File: src/rtl/pipeline_pkg.sv
// pipeline_pkg: constants and types shared by the pipeline stages
package pipeline_pkg;
  localparam logic [31:0] RESET_PC = 32'hBFC0_0000;
  localparam logic [31:0] NOP_WORD = 32'h0000_0000;
  typedef enum logic [1:0] {RUN, PEND, SQUASH} fetch_state_t;
endpackage

File: src/rtl/fetch_buffer.sv
// fetch_buffer: one-entry holding slot for a fetched instruction and its PC+4
module fetch_buffer
  import pipeline_pkg::*;
(
  input  logic        CLOCK,
  input  logic        RESET,
  input  logic        load,
  input  logic        drain,
  input  logic [31:0] instr_in,
  input  logic [31:0] pcp4_in,
  output logic        full,
  output logic [31:0] instr,
  output logic [31:0] pcp4
);
  always_ff @(posedge CLOCK or negedge RESET)
    if (!RESET) begin
      full <= 1'b0;
      instr <= NOP_WORD;
      pcp4 <= '0;
    end else begin
      if (load) begin
        instr <= instr_in;
        pcp4 <= pcp4_in;
      end
      full <= load || (full && !drain);
    end
endmodule

File: src/rtl/fetch_stage.sv
// fetch_stage: owns the PC, drives the instruction-memory handshake and the IF/ID register,
// and applies taken branch/jump redirects after the delay slot.
module fetch_stage
  import pipeline_pkg::*;
(
  input  logic        CLOCK,
  input  logic        RESET,
  input  logic        STALL_IFID,
  input  logic        FLUSH_IFID,
  input  logic        Redirect_IN,
  input  logic [31:0] RedirectTarget_IN,
  output logic        IMemReq_OUT,
  output logic [31:0] IMemAddr_OUT,
  input  logic        IMemReady_IN,
  input  logic [31:0] IMemData_IN,
  output logic [31:0] Instruction_OUT,
  output logic [31:0] PCPlus4_OUT,
  output logic        Valid_OUT
);
  fetch_state_t state, state_n;
  logic        active, seen, accept, capture, hit_slot, hit_next, squash, keep;
  logic        buf_full, buf_load, buf_drain;
  logic [31:0] pc, pc_plus4, next_pc, target, redirect_tgt, buf_instr, buf_pcp4;

  assign IMemAddr_OUT = pc;
  assign pc_plus4 = pc + 32'd4;

  fetch_buffer u_buf (
    .CLOCK    (CLOCK),
    .RESET    (RESET),
    .load     (buf_load),
    .drain    (buf_drain),
    .instr_in (IMemData_IN),
    .pcp4_in  (pc_plus4),
    .full     (buf_full),
    .instr    (buf_instr),
    .pcp4     (buf_pcp4)
  );

  // The slot is at PCPlus4_OUT: fetching it now means the redirect waits for that
  // response; fetching the word after it means the slot is buffered and the outstanding word dies.
  always_comb begin
    buf_drain = buf_full && !STALL_IFID && !FLUSH_IFID;
    IMemReq_OUT = active && (!buf_full || buf_drain);
    accept = IMemReq_OUT && IMemReady_IN;
    capture = Redirect_IN && Valid_OUT && !seen && state == RUN;
    hit_slot = capture && pc == PCPlus4_OUT;
    hit_next = capture && pc == PCPlus4_OUT + 32'd4;
    squash = accept && (state == SQUASH || hit_next);
    keep = accept && !squash;
    buf_load = keep && (buf_full || STALL_IFID || FLUSH_IFID);
    redirect_tgt = state == RUN ? RedirectTarget_IN : target;
    next_pc = !accept ? pc : (squash || hit_slot || state == PEND) ? redirect_tgt : pc_plus4;
    state_n = accept ? RUN : hit_slot ? PEND : hit_next ? SQUASH : state;
  end

  always_ff @(posedge CLOCK or negedge RESET)
    if (!RESET) begin
      active <= 1'b0;
      pc <= RESET_PC;
      state <= RUN;
      target <= '0;
      seen <= 1'b0;
      Instruction_OUT <= NOP_WORD;
      PCPlus4_OUT <= '0;
      Valid_OUT <= 1'b0;
    end else begin
      active <= 1'b1;
      pc <= next_pc;
      state <= state_n;
      if (capture) target <= RedirectTarget_IN;
      seen <= STALL_IFID && !FLUSH_IFID && (seen || capture);
      if (FLUSH_IFID || (!STALL_IFID && !buf_full && !keep)) begin
        Instruction_OUT <= NOP_WORD;
        Valid_OUT <= 1'b0;
      end else if (!STALL_IFID) begin
        Instruction_OUT <= buf_full ? buf_instr : IMemData_IN;
        PCPlus4_OUT <= buf_full ? buf_pcp4 : pc_plus4;
        Valid_OUT <= 1'b1;
      end
    end
endmodule
File: config.mk
export PLATFORM = sky130hd
export DESIGN_NAME = fetch_stage
export DESIGN_NICKNAME = d
export VERILOG_FILES = /design/src/rtl/pipeline_pkg.sv /design/src/rtl/fetch_buffer.sv /design/src/rtl/fetch_stage.sv
export SDC_FILE = /design/constraint.sdc
export NUM_CORES = 1
export LEC_CHECK = 0
export ABC_AREA = 0
export CAP_MARGIN = 15
export CORE_ASPECT_RATIO = 0.5
export CORE_UTILIZATION = 55
export DETAILED_ROUTE_END_ITERATION = 10
export PLACE_DENSITY = 0.81
export SLEW_MARGIN = 40
export SYNTH_ARGS = -nofsm -noshare
export SYNTH_HDL_FRONTEND = slang
export SYNTH_HIERARCHICAL = 1
export SYNTH_SLANG_ARGS = --single-unit
File: constraint.sdc
create_clock -name CLOCK -period 10.2 [get_ports CLOCK]
set_clock_uncertainty 0.1 [all_clocks]
set_input_delay 2.04 -clock CLOCK [delete_from_list [all_inputs] [get_ports CLOCK]]
set_output_delay 2.04 -clock CLOCK [all_outputs]
set_load 0.02 [all_outputs]
==> results.cfg, run 1 <==
[status]
outcome = complete, no violations

[die]
dieHeight_um = 103.3
io-pin-count = 168
coreArea_sq_mm = 0.01977
chipWidth_um = 204.6
fp.dieArea_sq_mm = 0.02112
rows = 36
initial_core_util_pct = 57.06

[place]
dpl_cell_area_sq_mm = 0.01300
dp.final_hpwl_um = 22340
port_buffers = 167
gp_congestion = 0.9077
place_worst_setup_slack_ps = 3031

[clock_tree]
cts_resized = 0
cts_sinks = 198
holdBufCountCts = 0
cts_tree = built
htreeDepth = 4
worstSkewPairLatency_ps = 450
postCtsSetupRepairBufs = 0
number_of_cts_inserted_buffers = 17
clk_root_buffer_cell = sky130_fd_sc_hd__clkbuf_16
max-clock-path-buffers = 2
clk_pin_slew_ps = 80

[finish]
fin_nets = 1273
post_route_cells_drive_above_1_share_pct = 15.24
post-route-cell-area_sq_mm = 0.01362
area_growth_from_synthesis_to_layout_pct = 20.72

[routing]
antenna_left = 0
firstDrtPassIters = 6
finalWirelength_um = 33490
detailroute.via_count = 9531
wire_per_inst_um = 22.61
dr.first_iter.drc_count = 1174
avgViaCountPerCell = 6.436
route.detailed.drc = 0

[power]
p_leak_nw = 5.895
power.density_cell_area_mw_per_mm2 = 267.7
power.combinational.fraction_pct = 40.6
clkPwrFrac_pct = 19.5
power.ir.vdd_worst_mv = 0.1344
power_switching_share_pct = 40.03
net-switching-power_mw = 1.460
power_report.internal_total_mw = 2.187
sequentialPowerShare_pct = 39.9
finalPower_mw = 3.647

[sta]
report.final.setup_viol = 0
setup_total_negative_slack_ps = 0
setup_ws_ps = 3425
final-max-slew-violation-count = 0
post-route-min-period_ps = 6775
rsz_0062_raised_after_global_routing = no
worst_pin_slew_ps = 855.7
max_freq_ghz = 0.1476
slew_headroom_pct = 42.95
final_hold_viols = 0
fraction_of_the_cycle_the_final_worst_path_needs_pct = 66.42

[grt]
grt_pass1_vias = 9255
grt.total_usage_pct = 32.30
grt_antenna_before_repair = 2
grt_first_pass_wirelength_um = 52050
grt.overflow.total = 0
grt_start_max_net_pins = 119

[yosys]
synth.largest_area_cell = sky130_fd_sc_hd__dfrtp_1
syn-mean-instance-area_sq_um = 10.28
register_bit_total_from_synthesis = 198
post_synth_instance_area_sq_mm = 0.01128
synth_cell_type_count = 61
synth-edff-count = 0
synthTopCellsByCount = 189 x sky130_fd_sc_hd__dfrtp_1, 77 x sky130_fd_sc_hd__nand4_1, 66 x sky130_fd_sc_hd__clkbuf_1, 61 x sky130_fd_sc_hd__nand3_1, 60 x sky130_fd_sc_hd__nand2_1
synth_ff_type = sky130_fd_sc_hd__dfrtp_1
syn_inst = 1098
biggest_area_contributors_in_the_synthesized_netlist = sky130_fd_sc_hd__dfrtp_1 42%, sky130_fd_sc_hd__mux2_4 6.5%, sky130_fd_sc_hd__mux2_2 5.1%
synth_warnings = 6
syn_nets = 1170
synth-seq-area-share_pct = 44.02
yosysMostFrequentCell = sky130_fd_sc_hd__dfrtp_1
yosysTopAreaCellShare_pct = 41.92
postSynth.asyncResetShare_pct = 100.0

[setup_path]
crit_required_ps = 10430
critical_path_at_ps = 7010
critPathCaptureType = register
worstReg2RegStart = PCPlus4_OUT[5]
setup.worst_path.class = in -> reg
r2r_cells = 12
worstSetupStartpointType = input port
worst_r2r_endpoint = u_buf/pcp4[7]
crit_path_max_fanout = 60
r2r_slack_ps = 4820

[min_path]
worstHoldStart = target[25]
whs_path_depth = 1
hold_crit_path_type = reg -> reg
hold_path_end = target[25]

[job]
max_cap_violations = 0
power by group through the flow:
stage          Combinational (mW)  Clock (mW)  Sequential, mW
2_1_floorplan               0.902           0            1.43
3_3_place_gp                 1.42           0            1.43
3_5_place_dp                 1.46           0            1.44
4_1_cts                      1.47       0.715            1.44
5_1_grt                      1.60       0.747            1.49
6_report                     1.48       0.713            1.45
logic make-up after synthesis:
logic type	count (synthesis)	share of synthesized area (%)
multiplexers	124	13.74
flip-flops	198	44.02
other	1	0.03324
AO/OA/AOI/OAI	212	13.77
adder cells (fa/ha/maj)	2	0.2218
XOR/XNOR	73	5.667
AND/OR/NAND/NOR	355	17.29
buffers and inverters	133	5.257
registers in the layout (all words and copies together), names as in the netlist:
name / flops
active: 1
u_buf/instr: 32
state: 2
target: 32
u_buf/full: 1
seen: 1
Instruction_OUT: 32
Valid_OUT: 1
PCPlus4_OUT: 32
u_buf/pcp4: 32
IMemAddr_OUT: 32
critical path, stage by stage:
cell and delay, ps:
sky130_fd_sc_hd__clkdlybuf4s50_1 490, sky130_fd_sc_hd__or2_2 640, sky130_fd_sc_hd__a21boi_0 540, sky130_fd_sc_hd__nand2_4 440
sky130_fd_sc_hd__a21oi_2 220, sky130_fd_sc_hd__buf_4 440, sky130_fd_sc_hd__nand2_1 210, sky130_fd_sc_hd__nor2_4 710
sky130_fd_sc_hd__buf_4 800, sky130_fd_sc_hd__mux2_2 430
worst max-delay path by stage:
stage	startpoint	to	cells past startpoint	slack (ps)
after global routing	FLUSH_IFID	u_buf/pcp4[7]	10	3130
after floorplan	FLUSH_IFID	IMemReq_OUT	3	4990
final	FLUSH_IFID	u_buf/pcp4[7]	10	3430
after CTS	FLUSH_IFID	u_buf/pcp4[8]	10	3500
after detailed placement	FLUSH_IFID	u_buf/pcp4[8]	10	3030
after global placement	FLUSH_IFID	u_buf/pcp4[9]	10	2930
area by class of cell:
class	count	area (sq um)
Clock buffer	17	425.4
Timing Repair Buffer	181	1805
Inverter	36	135.1
Multi-Input combinational cell	767	5764
Sequential cell	198	4967
Antenna cell	1	2.502
Clock inverter	15	186.4
Fill cell	1487	6155
Tap cell	266	332.8
stage by stage:
step / util, % / instances / hold WS (ps)
detailed placement: 65.76 / 1448 / 388.5
finish: 68.88 / 1481 / 410.3
global placement: 65.57 / 1447 / 381.3
CTS: 68.85 / 1480 / 407.9
floorplan: - / 1098 / 366.2
global route: 68.86 / 1480 / 422.8
routing by layer:
metal  routed length, um  share of wire [%]  track usage (%)  vias up
li1                    -                  -                -     4235
met1               14230                 42            45.02     4751
met2               15150                 45            49.19      493
met3                3600                 11            9.367       52
met4                 506                1.5            9.414        0
met5                   0                  0                0        -
cell usage in the layout, fill, tap and decap left out, types with 8 or more instances in the layout:
cell type	n
sky130_fd_sc_hd__mux2_4	49
sky130_fd_sc_hd__dfstp_2	9
sky130_fd_sc_hd__nor2b_1	41
sky130_fd_sc_hd__dfrtp_1	188
sky130_fd_sc_hd__clkbuf_16	18
sky130_fd_sc_hd__inv_1	36
sky130_fd_sc_hd__o21ai_0	39
sky130_fd_sc_hd__xor2_1	36
sky130_fd_sc_hd__o311ai_0	20
sky130_fd_sc_hd__nor4_1	11
sky130_fd_sc_hd__nor3_1	8
sky130_fd_sc_hd__mux2i_1	24
sky130_fd_sc_hd__nor2_1	41
sky130_fd_sc_hd__a21o_1	34
sky130_fd_sc_hd__clkdlybuf4s50_1	166
sky130_fd_sc_hd__buf_4	12
sky130_fd_sc_hd__nand2_1	59
sky130_fd_sc_hd__nand4_1	77
sky130_fd_sc_hd__xnor2_1	37
sky130_fd_sc_hd__a22o_1	32
sky130_fd_sc_hd__mux2_2	51
sky130_fd_sc_hd__nand3_1	61
sky130_fd_sc_hd__a22oi_1	32
sky130_fd_sc_hd__o211ai_1	13
Power figures use the tool's default switching activity.
==> run 2: changes to the inputs <==
Clock period 10.2 ns to 7 ns, I/O delays scaled along.
==> results.cfg, run 2 (synthesis gave the netlist of run 1 again) <==
[routing]
wire_per_inst_um = 22.44
dr.first_iter.drc_count = 1010
wl_met3_um = 4050
antenna_left = 0
firstDrtPassIters = 6
avgViaCountPerCell = 6.491
finalWirelength_um = 33350
dr_wl_met2_um = 14690
drt-met1-wl_um = 14060
route.detailed.drc = 0
detailroute.via_count = 9646
highest_metal_layer_with_signal_wires = met4

[sta]
slew_headroom_pct = 41.07
post-route-min-period_ps = 5217
fraction_of_the_cycle_the_final_worst_path_needs_pct = 74.52
report.final.setup_viol = 0
setup_total_negative_slack_ps = 0
max_freq_ghz = 0.1917
rsz_0062_raised_after_global_routing = no
worst_pin_slew_ps = 875.9
final_hold_viols = 0
setup_ws_ps = 1783
final-max-slew-violation-count = 0

[die]
coreArea_sq_mm = 0.01977
dieHeight_um = 103.3
fp.dieArea_sq_mm = 0.02112
chipWidth_um = 204.6
initial_core_util_pct = 57.06
io-pin-count = 168
rows = 36

[min_path]
worstHoldStart = target[13]
hold_crit_path_type = reg -> reg

[setup_path]
critical_path_at_ps = 3720
setup.worst_path.class = in -> out
crit_path_max_fanout = 34
crit_required_ps = 5500
worstReg2RegStart = PCPlus4_OUT[3]
start_point_of_the_critical_path = FLUSH_IFID
critPathCaptureType = output pin
worstSetupStartpointType = input port

[power]
power.density_cell_area_mw_per_mm2 = 386.3
p_leak_nw = 5.906
power.ir.vdd_worst_mv = 0.2139

[place]
dp.final_hpwl_um = 22320
place_worst_setup_slack_ps = 1779
port_buffers = 167
gp_congestion = 0.9868

[clock_tree]
max-clock-path-buffers = 2
postCtsSetupRepairBufs = 0
clk_root_buffer_cell = sky130_fd_sc_hd__clkbuf_16
clk_pin_slew_ps = 70
number_of_cts_inserted_buffers = 17
cts_resized = 0
holdBufCountCts = 0
htreeDepth = 4
worstSkewPairLatency_ps = 440
cts_sinks = 198
cts_tree = built

[finish]
post_route_cells_drive_above_1_share_pct = 15.59
most-common-layout-cells = 188 x sky130_fd_sc_hd__dfrtp_1, 166 x sky130_fd_sc_hd__clkdlybuf4s50_1, 77 x sky130_fd_sc_hd__nand4_1, 61 x sky130_fd_sc_hd__nand3_1, 59 x sky130_fd_sc_hd__nand2_1
area_growth_from_synthesis_to_layout_pct = 20.89
layout.filler_cells = 1488
fin_nets = 1278
final-seq-area_sq_mm = 0.004967
layout_commonest_cell = sky130_fd_sc_hd__dfrtp_1
multi_input_area_sq_mm = 0.005759

[job]
max_cap_violations = 0

[grt]
grt_pass1_vias = 9386
grt.total_usage_pct = 32.56
grt.overflow.total = 0
grt_first_pass_wirelength_um = 52770
grt_antenna_before_repair = 2
grt_start_max_net_pins = 75

[status]
outcome = complete, no violations
-- run 2: through the flow --
| stage | std cells | hold WS (ps) | utilization (%) | total power, mW | instance area [sq um] |
|---|---|---|---|---|---|
| floorplan | 1098 | 366.2 | - | 3.391 | 11280 |
| global placement | 1451 | 381.0 | 65.78 | 4.153 | 13010 |
| detailed placement | 1453 | 390.2 | 65.95 | 4.223 | 13040 |
| CTS | 1485 | 407.2 | 68.93 | 5.233 | 13630 |
| global route | 1485 | 419.0 | 68.96 | 5.535 | 13640 |
| finish | 1486 | 403.5 | 68.98 | 5.269 | 13640 |
-- run 2: critical path, cell delays in order --
cell and delay [ps]:
sky130_fd_sc_hd__clkdlybuf4s50_1 500, sky130_fd_sc_hd__or2_2 660, sky130_fd_sc_hd__a21boi_0 470, sky130_fd_sc_hd__clkdlybuf4s50_1 680
-- run 2: report_power, final --
group	internal [mW]	switching, mW	total [mW]
Clock	0.523	0.484	1.01
Sequential	1.57	0.530	2.10
Combinational	1.08	1.09	2.16
Total	3.17	2.10	5.27
-- run 2: area by class of cell --
cell class	count	share of cell area, %
Timing Repair Buffer	186	13.59
Multi-Input combinational cell	767	42.23
Clock inverter	13	0.9999
Antenna cell	1	0.01835
Clock buffer	19	3.321
Tap cell	266	2.440
Inverter	36	0.9907
Sequential cell	198	36.42
-- run 2: routing by layer --
metal,vias to the layer above,global-route usage [%]
met5,-,0
met4,0,9.013
met3,62,9.524
met2,579,49.53
met1,4773,45.54
li1,4232,-
-- run 2: worst paths after layout --
kind                       cells after the start  slack [ps]             endpoint
hold reg to reg                                1         400           target[13]
hold / removal                                 1         400           target[13]
min in group asynchronous                      1         850  Instruction_OUT[20]
setup / recovery                               4        1780          IMemReq_OUT
max in group asynchronous                      2        4940      u_buf/instr[16]
setup reg to reg                              10        2890     IMemAddr_OUT[23]
==> run 3: changes to the inputs <==
Settings changed: CORE_UTILIZATION 55 to 50, PLACE_DENSITY 0.81 to 0.78.
Clock period 7 ns to 4.5 ns, I/O delays scaled along.
==> results.cfg, run 3 (synthesis gave the netlist of run 1 again) <==
[die]
initial_core_util_pct = 51.58
rows = 38
chipWidth_um = 214.4
io-pin-count = 168
dieHeight_um = 108.2
fp.dieArea_sq_mm = 0.02321
coreArea_sq_mm = 0.02187

[clock_tree]
max-clock-path-buffers = 2
worstSkewPairLatency_ps = 460
number_of_cts_inserted_buffers = 17
postCtsSetupRepairBufs = 0
htreeDepth = 4
cts_sinks = 198
cts_tree = built
holdBufCountCts = 0
cts_resized = 0
clk_root_buffer_cell = sky130_fd_sc_hd__clkbuf_16
clk_pin_slew_ps = 70

[grt]
grt.total_usage_pct = 29.76
grt_first_pass_wirelength_um = 53320
grt.overflow.total = 0
grt_start_max_net_pins = 109
grt_pass1_vias = 9456
grt_antenna_before_repair = 1

[finish]
antenna_diode_count = 0
post-route-cell-area_sq_mm = 0.01376
post_route_cells_drive_above_1_share_pct = 15.92
area_growth_from_synthesis_to_layout_pct = 21.98
most-common-layout-cells = 188 x sky130_fd_sc_hd__dfrtp_1, 166 x sky130_fd_sc_hd__clkdlybuf4s50_1, 77 x sky130_fd_sc_hd__nand4_1, 61 x sky130_fd_sc_hd__nand3_1, 60 x sky130_fd_sc_hd__nand2_1
layout_commonest_cell = sky130_fd_sc_hd__dfrtp_1
fin_nets = 1285

[setup_path]
r2r_slack_ps = 520
start_point_of_the_critical_path = Redirect_IN
worstSetupStartpointType = input port
crit_path_max_fanout = 31
r2r_cells = 11
critPathCaptureType = register
worst_r2r_endpoint = u_buf/instr[29]
crit_required_ps = 4740
setup.worst_path.class = in -> reg
termination_of_the_worst_setup_path = u_buf/instr[23]
critical_path_at_ps = 4300
worstReg2RegStart = PCPlus4_OUT[5]

[place]
dpl_cell_area_sq_mm = 0.01316
gp_congestion = 0.9716
dp.final_hpwl_um = 22730
port_buffers = 167

[routing]
antenna_left = 0
dr.first_iter.drc_count = 820
route.detailed.drc = 0
dr_wl_met2_um = 15190
detailroute.via_count = 9527
wire_per_inst_um = 22.22
firstDrtPassIters = 5
drt-met1-wl_um = 14710
finalWirelength_um = 33880
avgViaCountPerCell = 6.247
wl_met3_um = 3203
highest_metal_layer_with_signal_wires = met4

[power]
p_leak_nw = 5.936
power.combinational.fraction_pct = 41.5
power_switching_share_pct = 39.94
power.ir.vdd_worst_mv = 0.3294
net-switching-power_mw = 3.261
power.density_cell_area_mw_per_mm2 = 593.3
clkPwrFrac_pct = 18.7
sequentialPowerShare_pct = 39.7
power_report.internal_total_mw = 4.903

[sta]
final-max-slew-violation-count = 0
final_hold_viols = 0
rsz_0062_raised_after_global_routing = no
fraction_of_the_cycle_the_final_worst_path_needs_pct = 90.25
post-route-min-period_ps = 4061
setup_total_negative_slack_ps = 0
max_freq_ghz = 0.2462
slew_headroom_pct = 47.90
worst_pin_slew_ps = 781.4
report.final.setup_viol = 0

[status]
outcome = complete, no violations

[job]
max_cap_violations = 0

[min_path]
hold_crit_path_type = in -> async
==> run 3: layer usage <==
metal | GRT usage [%] | vias up
li1 | - | 4254
met1 | 40.13 | 4755
met2 | 45.62 | 454
met3 | 8.636 | 64
met4 | 11.22 | 0
met5 | 0 | -
==> run 3: stage by stage <==
stage	cells	setup WS [ps]	power [mW]	hold slack, ps	utilization [%]
finish	1525	438.7	8.165	271.3	62.92
global placement	1492	165.2	6.471	380.6	60.01
CTS	1524	543.0	8.124	406.8	62.79
detailed placement	1493	60.05	6.586	389.7	60.18
global route	1525	294.7	8.599	294.5	62.92
floorplan	1098	817.2	5.275	366.2	-
==> run 3: worst min-delay path by stage <==
stage / from / cells past startpoint / slack, ps / end
2_1_floorplan: seen / 1 / 370 / seen
3_3_place_gp: target[27] / 1 / 380 / target[27]
3_5_place_dp: target[17] / 1 / 390 / target[17]
4_1_cts: target[17] / 1 / 410 / target[17]
5_1_grt: RESET / 1 / 290 / u_buf/instr[13]
6_report: RESET / 1 / 270 / u_buf/instr[13]
==> run 3: critical path, cell delays in order <==
cell and delay [ps]:
sky130_fd_sc_hd__clkdlybuf4s50_1 460, sky130_fd_sc_hd__or4b_4 470, sky130_fd_sc_hd__nor4_2 450, sky130_fd_sc_hd__nand3_1 160, sky130_fd_sc_hd__nor4_2 170, sky130_fd_sc_hd__nand4_1 150, sky130_fd_sc_hd__nor3_2 180, sky130_fd_sc_hd__nand4_1 380
sky130_fd_sc_hd__nand2_1 280, sky130_fd_sc_hd__nor2_4 140, sky130_fd_sc_hd__buf_12 220, sky130_fd_sc_hd__mux2_4 320
==> run 3: power by group through the flow <==
stage          registers (mW)  logic (mW)  clock network [mW]
3_5_place_dp             3.23        3.35                   0
2_1_floorplan            3.23        2.04                   0
6_report                 3.24        3.39                1.53
4_1_cts                  3.22        3.36                1.55
3_3_place_gp             3.20        3.27                   0
5_1_grt                  3.33        3.65                1.62
==> run 3: layout make-up <==
type,instances,area [sq um]
clock inverters,14,145.1
clock buffers,17,425.4
well taps,300,375.4
flip-flops and latches,198,4967
fillers,1804,8109
inverters,36,135.1
multi-input cells,767,5764
repair buffers,193,1949
